===== src/rtl/usr_pkg.sv =====
// Purpose: shared mode-select encodings for the universal shift register.
// Latency: n/a (definitions only).
// Backpressure: n/a.
package usr_pkg;

    localparam logic [1:0] SEL_HOLD = 2'b00;
    localparam logic [1:0] SEL_SHR  = 2'b01;
    localparam logic [1:0] SEL_SHL  = 2'b10;
    localparam logic [1:0] SEL_LOAD = 2'b11;

    typedef enum logic [1:0] {
        MODE_HOLD = SEL_HOLD,
        MODE_SHR  = SEL_SHR,
        MODE_SHL  = SEL_SHL,
        MODE_LOAD = SEL_LOAD
    } usr_mode_t;

endpackage


===== src/rtl/usr_if.sv =====
// Purpose: control/data bundle for the universal shift register (sel, d in; q out).
// Latency: n/a (wiring only).
// Backpressure: none; the register accepts a new mode every clock.
//   sel : 2-bit mode select (hold / shift right / shift left / load)
//   d   : WIDTH-bit parallel load data, d[0] is the serial input for shifts
//   q   : WIDTH-bit registered contents
interface usr_if #(
    parameter int WIDTH = 4
);
    import usr_pkg::*;

    logic [1:0]       sel;
    logic [WIDTH-1:0] d;
    logic [WIDTH-1:0] q;

    // master drives the controls and observes the register
    modport master (output sel, output d, input q);
    // slave is the shift register itself
    modport slave  (input sel, input d, output q);

endinterface


===== src/rtl/usr_bit_cell.sv =====
// Purpose: one bit of the universal shift register: 4:1 next-state mux plus flop.
// Latency: one clock from sel/neighbour inputs to q_bit.
// Backpressure: none; updates every clock, cleared asynchronously by reset.
//   clk, reset : clock and async active-high clear
//   sel        : mode select
//   right_in   : value shifted in on SHR (upper neighbour, or serial in at MSB)
//   left_in    : value shifted in on SHL (lower neighbour, or serial in at LSB)
//   load_in    : parallel load bit
//   q_bit      : stored bit
module usr_bit_cell
    import usr_pkg::*;
(
    input  logic       clk,
    input  logic       reset,
    input  logic [1:0] sel,
    input  logic       right_in,
    input  logic       left_in,
    input  logic       load_in,
    output logic       q_bit
);

    logic nxt;

    always_comb begin
        nxt = q_bit;
        case (sel)
            SEL_HOLD: nxt = q_bit;
            SEL_SHR:  nxt = right_in;
            SEL_SHL:  nxt = left_in;
            SEL_LOAD: nxt = load_in;
            default:  nxt = q_bit;
        endcase
    end

    always_ff @(posedge clk or posedge reset) begin
        if (reset) begin
            q_bit <= 1'b0;
        end else begin
            q_bit <= nxt;
        end
    end

endmodule


===== src/rtl/universal_shift_register.sv =====
// Purpose: WIDTH-bit universal shift register (hold / shift right / shift left / load).
// Latency: one clock from sel/d to q; q is purely registered.
// Backpressure: none; a new mode is accepted every clock, shifted-out bits are lost.
//   clk   : rising-edge clock
//   reset : asynchronous active-high clear of q
//   bus   : usr_if slave (sel, d in; q out)
module universal_shift_register
    import usr_pkg::*;
#(
    parameter int WIDTH = 4
) (
    input  logic clk,
    input  logic reset,
    usr_if.slave bus
);

    logic [WIDTH-1:0] q_int;
    logic [1:0]       sel_i;
    logic [WIDTH-1:0] d_i;

    assign sel_i = bus.sel;
    assign d_i   = bus.d;

    for (genvar i = 0; i < WIDTH; i++) begin : g_cell
        logic right_nb;
        logic left_nb;

        // SHR moves bits toward the LSB, so each bit takes its upper neighbour;
        // the MSB has no upper neighbour and takes the serial input instead.
        if (i == WIDTH - 1) begin : g_msb
            assign right_nb = d_i[0];
        end else begin : g_mid_r
            assign right_nb = q_int[i+1];
        end

        // SHL is the mirror image: the LSB takes the serial input.
        if (i == 0) begin : g_lsb
            assign left_nb = d_i[0];
        end else begin : g_mid_l
            assign left_nb = q_int[i-1];
        end

        usr_bit_cell u_cell (
            .clk      (clk),
            .reset    (reset),
            .sel      (sel_i),
            .right_in (right_nb),
            .left_in  (left_nb),
            .load_in  (d_i[i]),
            .q_bit    (q_int[i])
        );
    end

    assign bus.q = q_int;

endmodule


===== src/flat_wrapper.sv =====
// flat-port wrapper written by rule: the top's interface ports become plain ports
module universal_shift_register_flat import usr_pkg::*;
#(
    parameter int WIDTH = 4
)
  (clk, reset, bus_sel, bus_d, bus_q);
  usr_if #(.WIDTH(WIDTH)) bus_i ();
  input  logic clk;
  input  logic reset;
  input wire logic [$bits(bus_i.sel)-1:0] bus_sel;
  input wire logic [$bits(bus_i.d)-1:0] bus_d;
  output wire logic [$bits(bus_i.q)-1:0] bus_q;
  assign bus_i.sel = bus_sel;
  assign bus_i.d = bus_d;
  assign bus_q = bus_i.q;
  universal_shift_register #(.WIDTH(WIDTH)) u_core (.clk(clk), .reset(reset), .bus(bus_i));
endmodule

===== config.mk =====
export PLATFORM = sky130hd
export DESIGN_NAME = universal_shift_register_flat
export DESIGN_NICKNAME = d
export VERILOG_FILES = /design/src/rtl/usr_pkg.sv /design/src/rtl/usr_if.sv /design/src/rtl/usr_bit_cell.sv /design/src/rtl/universal_shift_register.sv /design/src/flat_wrapper.sv
export SDC_FILE = /design/constraint.sdc
export NUM_CORES = 1
export LEC_CHECK = 0
export CORE_AREA = 2 2 39 41
export CTS_CLUSTER_DIAMETER = 100
export CTS_CLUSTER_SIZE = 40
export DETAILED_ROUTE_END_ITERATION = 8
export DIE_AREA = 0 0 41 43
export GPL_TIMING_DRIVEN = 0
export HOLD_SLACK_MARGIN = 0.03
export PLACE_DENSITY = 0.46
export SYNTH_ARGS = -nofsm -noshare
export SYNTH_HDL_FRONTEND = slang
export SYNTH_SLANG_ARGS = --single-unit

===== constraint.sdc =====
create_clock -name clk -period 1.3 [get_ports clk]
set_clock_uncertainty 0.1 [all_clocks]
set_input_delay 0.39 -clock clk [delete_from_list [all_inputs] [get_ports clk]]
set_output_delay 0.39 -clock clk [all_outputs]
set_load 0.03 [all_outputs]

; ---- Word level (Yosys, flattened, before mapping)
; Index checks and enable logic that the tools add are counted.
[classes]
n_eq_ne = 3
mux = 4
reduce_logical = 2
[ops]
columns = op, n
row1 = $pmux 1 s3, 3
row2 = $eq 2x2->1 const B, 2
row3 = $eq 2x1->1 const B, 1
row4 = $logic_not 2->1, 1
row5 = $pmux 1 s2, 1
row6 = $reduce_or 2->1, 1
[word_totals]
reg_bits = 4
elab_cells = 13
output_inout_bits = 4

; ---- Longest topological paths before layout
[depth]
depth_word = 3
ltp_mapped = 2

; ---- Cells and area by module
; From an unflattened synthesis, not the netlist that was laid out.
[hier_totals]
hier_cells = 16
area_unflattened_um2 = 235.2
[by_module_without_submodules]
columns = mod, area_each_um2, cells_per_inst, n_inst
row1 = usr_bit_cell, 51.3, 3, 4
row2 = universal_shift_register, 30.0, 4, 1

; ---- Worst setup path before layout
; Ideal clock, no wire load.
[synth_path]
path_type = in2reg
start = input port bus_sel[0]
end = register u_core.g_cell[1].u_cell.q_bit
required_ns = 1.060
path_buffers = 0
setup_time_ns = 0.140
t_arrival_ns = 0.894
path_slack_ns = 0.166
cell_stages = 1
cell_sequence = mux4_1
[synth_via]
elab_chain_cells = 2
word_cells_on_any_way = 5
cone_classes = eq/ne (3) / mux (1) / reduce/logical (1)
[synth_lines]
columns = item, line
row1 = from (decl), flat_wrapper.sv:10  ; input wire logic [$bits(bus_i.sel)-1:0] bus_sel;
row2 = $eq 2x2->1 / $eq 2x1->1 (equally long branches), usr_bit_cell.sv:26  ; case (sel)
row3 = $pmux 1 s3, usr_bit_cell.sv:26
row4 = to (signal assigned), usr_bit_cell.sv:39  ; q_bit <= nxt;
row5 = to (decl), usr_bit_cell.sv:19  ; output logic q_bit
; Several ways; a longest one is shown, not always the timed one.
; A chain may end at the register's enable or synchronous reset.

; ---- Final worst setup path
[layout_path]
start = register u_core.g_cell[2].u_cell.q_bit
end = output port bus_q[2]
[layout_lines]
columns = item, line
row1 = from (decl), usr_bit_cell.sv:19
row2 = from (signal assigned), usr_bit_cell.sv:39
row3 = to (decl), flat_wrapper.sv:12  ; output wire logic [$bits(bus_i.q)-1:0] bus_q;
; No word-level cell between the ends.

==> run summary <==
GR Util All Layers -> 0.07302
Syn-to-layout area delta -> 69.73%
Regs by FF count -> u_core.g_cell.u_cell.q_bit (4)
DRT Wirelength -> 449 um
Period minus WS final -> 1.387 ns
Failing checks -> setup timing
# IOs -> 12
Synth top area share -> 0.4324
Max Fclk -> 720.9 MHz
PortBufs -> 11
Sequential element share of the synthesized area -> 0.4324
Count of final setup violators -> 2
Compound-Gate Fraction of Synth Area -> 0.02162
MaxCap Viol Count -> 0
Largest net degree at the start of global routing -> 6
PwrDens -> 1311 nW/um2
Startpoint types -> flop
Routability Congestion -> 0.6228
Num rows -> 14
Final net count -> 39
Setup TNS -> -0.1600 ns
Combinational family with the most area after synthesis -> multiplexers
Synth Instances -> 15
Pins Over Slew Limit -> 0
Unrepaired setup endpoints after global routing -> true
Initial DRC Count -> 2
TritonRoute pass-1 iters -> 2
Top post-synthesis cells by area -> dfrtp_1, mux4_1, buf_4, mux2i_1, o21ai_0
Required time worst endpoint -> 0.81 ns
Crit Path Max Fanout -> 4
Final Hold Fails -> 0
Static Leak -> 0.0001779 uW
Vias in the first global route -> 194
Post-synth EDFFs -> 0
Worst Hold Class -> input port to async pin
Clk Latency, worst-skew pair -> 0.23 ns
Final worst slack -> -0.08710 ns
Yosys Warn Count -> 0
Largest register FFs -> 4
Hold_buf cts -> 0
Synth cell count leaders -> buf_4, dfrtp_1, mux4_1
Largest area contributor in the netlist -> dfrtp_1
Routed Antenna Nets -> 0
H-tree Lvls -> 1
Post-synthesis mux area share -> 0.3838
Max_slew headroom -> 0.8611
Slew @ Worst Pin -> 0.2083 ns
Critical path endpoint category -> primary output
Outcome -> finished, violations left
Syn Area/Cell -> 15.43 um2
Initial antenna violation count -> 0
DR vias -> 165
Worst-path clk slew -> 0.04 ns
CTS tree -> built
First-pass GRT wire length -> 779 um
Grt ovf -> 0
Initial Util -> 0.1673
Register bit count reported by yosys -> 4
Die height -> 43 um
CP Class -> flop to primary output
Post-Synth Simple-Gate Area -> 0.01622
DRC -> 0
Layout cells sized above 1 -> 0.4138
CTS Buf Count -> 3
Netlist cell types -> 7
DR vias/cell -> 3.667
Post-synth ARST share -> 1.000
Main synth FF type -> dfrtp_1
Syn Std Cell Area -> 231.5 um2
Post-Synth XOR/XNOR Area -> 0
Die extent in x -> 41 um
Die area -> 1763 um2
Worst VDD drop -> 0.4380 mV
Post-layout util -> 0.2839
CTS sink cnt -> 4
Ant diodes -> 0
Routed wire length per instance -> 9.978 um
Syn_nets -> 23
Area share of fa/ha/maj cells after synthesis -> 0
Root buf cell -> clkbuf_4
Crit path arrival time -> 0.90 ns
Part of the cycle the worst path needs -> 1.067
Hpwl dp -> 366.5 um
Biggest register -> u_core.g_cell.u_cell.q_bit
CTS max path bufs -> 2
Core box area -> 1384 um2
-- layout by cell type (no fill, tap or decap), drive strengths merged --
cell | netlist | routed
buf | 4 | 8
clkbuf | 0 | 3
clkdlybuf4s15 | 0 | 1
clkdlybuf4s50 | 0 | 6
dfrtp | 4 | 4
inv | 1 | 1
mux2i | 1 | 1
mux4 | 3 | 3
nand2 | 1 | 1
o21ai | 1 | 1
-- per-layer routing --
| layer | global-route usage | wire length (um) | vias to the layer above |
|---|---|---|---|
| met5 | 0 | 0 | - |
| li1 | - | - | 81 |
| met4 | 0.06000 | 0 | 0 |
| met1 | 0.1030 | 225 | 72 |
| met2 | 0.07188 | 167 | 12 |
| met3 | 0.04712 | 55 | 0 |
-- power by group --
| part | leakage [uW] | total [uW] | internal (uW) | switching [uW] |
|---|---|---|---|---|
| clock | 0.0000138 | 148 | 103 | 45.6 |
| sequential | 0.0000474 | 167 | 147 | 20.2 |
| combinational | 0.000117 | 200 | 120 | 79.7 |
| total | 0.000178 | 515 | 370 | 145 |
-- logic make-up (layout without fill, tap and decap cells) --
| group | after synthesis | after routing |
|---|---|---|
| buffers and inverters | 5 | 19 |
| multiplexers | 4 | 4 |
| flip-flops | 4 | 4 |
| AO/OA/AOI/OAI | 1 | 1 |
| AND/OR/NAND/NOR | 1 | 1 |
-- stage by stage --
step	total power, uW	std cells	hold slack, ns	instance area (um2)	worst slack (ns)
2_1_floorplan	273.4	15	0.05608	231.5	0.1656
4_1_cts	526.8	45	0.2412	395.4	-0.1005
3_5_place_dp	350.7	42	0.4872	361.6	-0.4925
6_report	515.1	45	0.2422	392.9	-0.08710
3_3_place_gp	348.9	42	0.4850	361.6	-0.4823
5_1_grt	551.3	45	0.2733	392.9	-0.1206
-- critical path, cell delays in order, from the launching register on --
cell	delay, ns
dfrtp_1	0.41
buf_6	0.13
buf_6	0.12
-- worst paths after layout --
| kind | slack, ns | cells past startpoint | from | end |
|---|---|---|---|---|
| setup / recovery | -0.09 | 2 | u_core.g_cell[2].u_cell.q_bit | bus_q[2] |
| hold / removal | 0.24 | 2 | reset | u_core.g_cell[2].u_cell.q_bit |
| setup reg to reg | 0.06 | 2 | u_core.g_cell[1].u_cell.q_bit | u_core.g_cell[1].u_cell.q_bit |
| hold reg to reg | 0.56 | 1 | u_core.g_cell[3].u_cell.q_bit | u_core.g_cell[2].u_cell.q_bit |
| max in group asynchronous | 0.71 | 2 | reset | u_core.g_cell[1].u_cell.q_bit |
| min in group clk | 0.56 | 1 | u_core.g_cell[3].u_cell.q_bit | u_core.g_cell[2].u_cell.q_bit |
-- layout make-up --
class,count,area (um2)
sequential,4,100.1
buffer,2,22.52
tap,16,20.02
fill,138,991.0
inverter,1,3.754
clock buffer,3,22.52
multi-input combinational,6,93.84
timing repair buffer,13,130.1
-- what timing repair did --
| action | in CTS | in global routing |
|---|---|---|
| resized for setup | 29 | 2 |
| endpoints found under the setup margin | 7 | 3 |
| cloned | 0 | 0 |
| setup buffers | 2 | 0 |
Power figures use the tool's default switching activity.
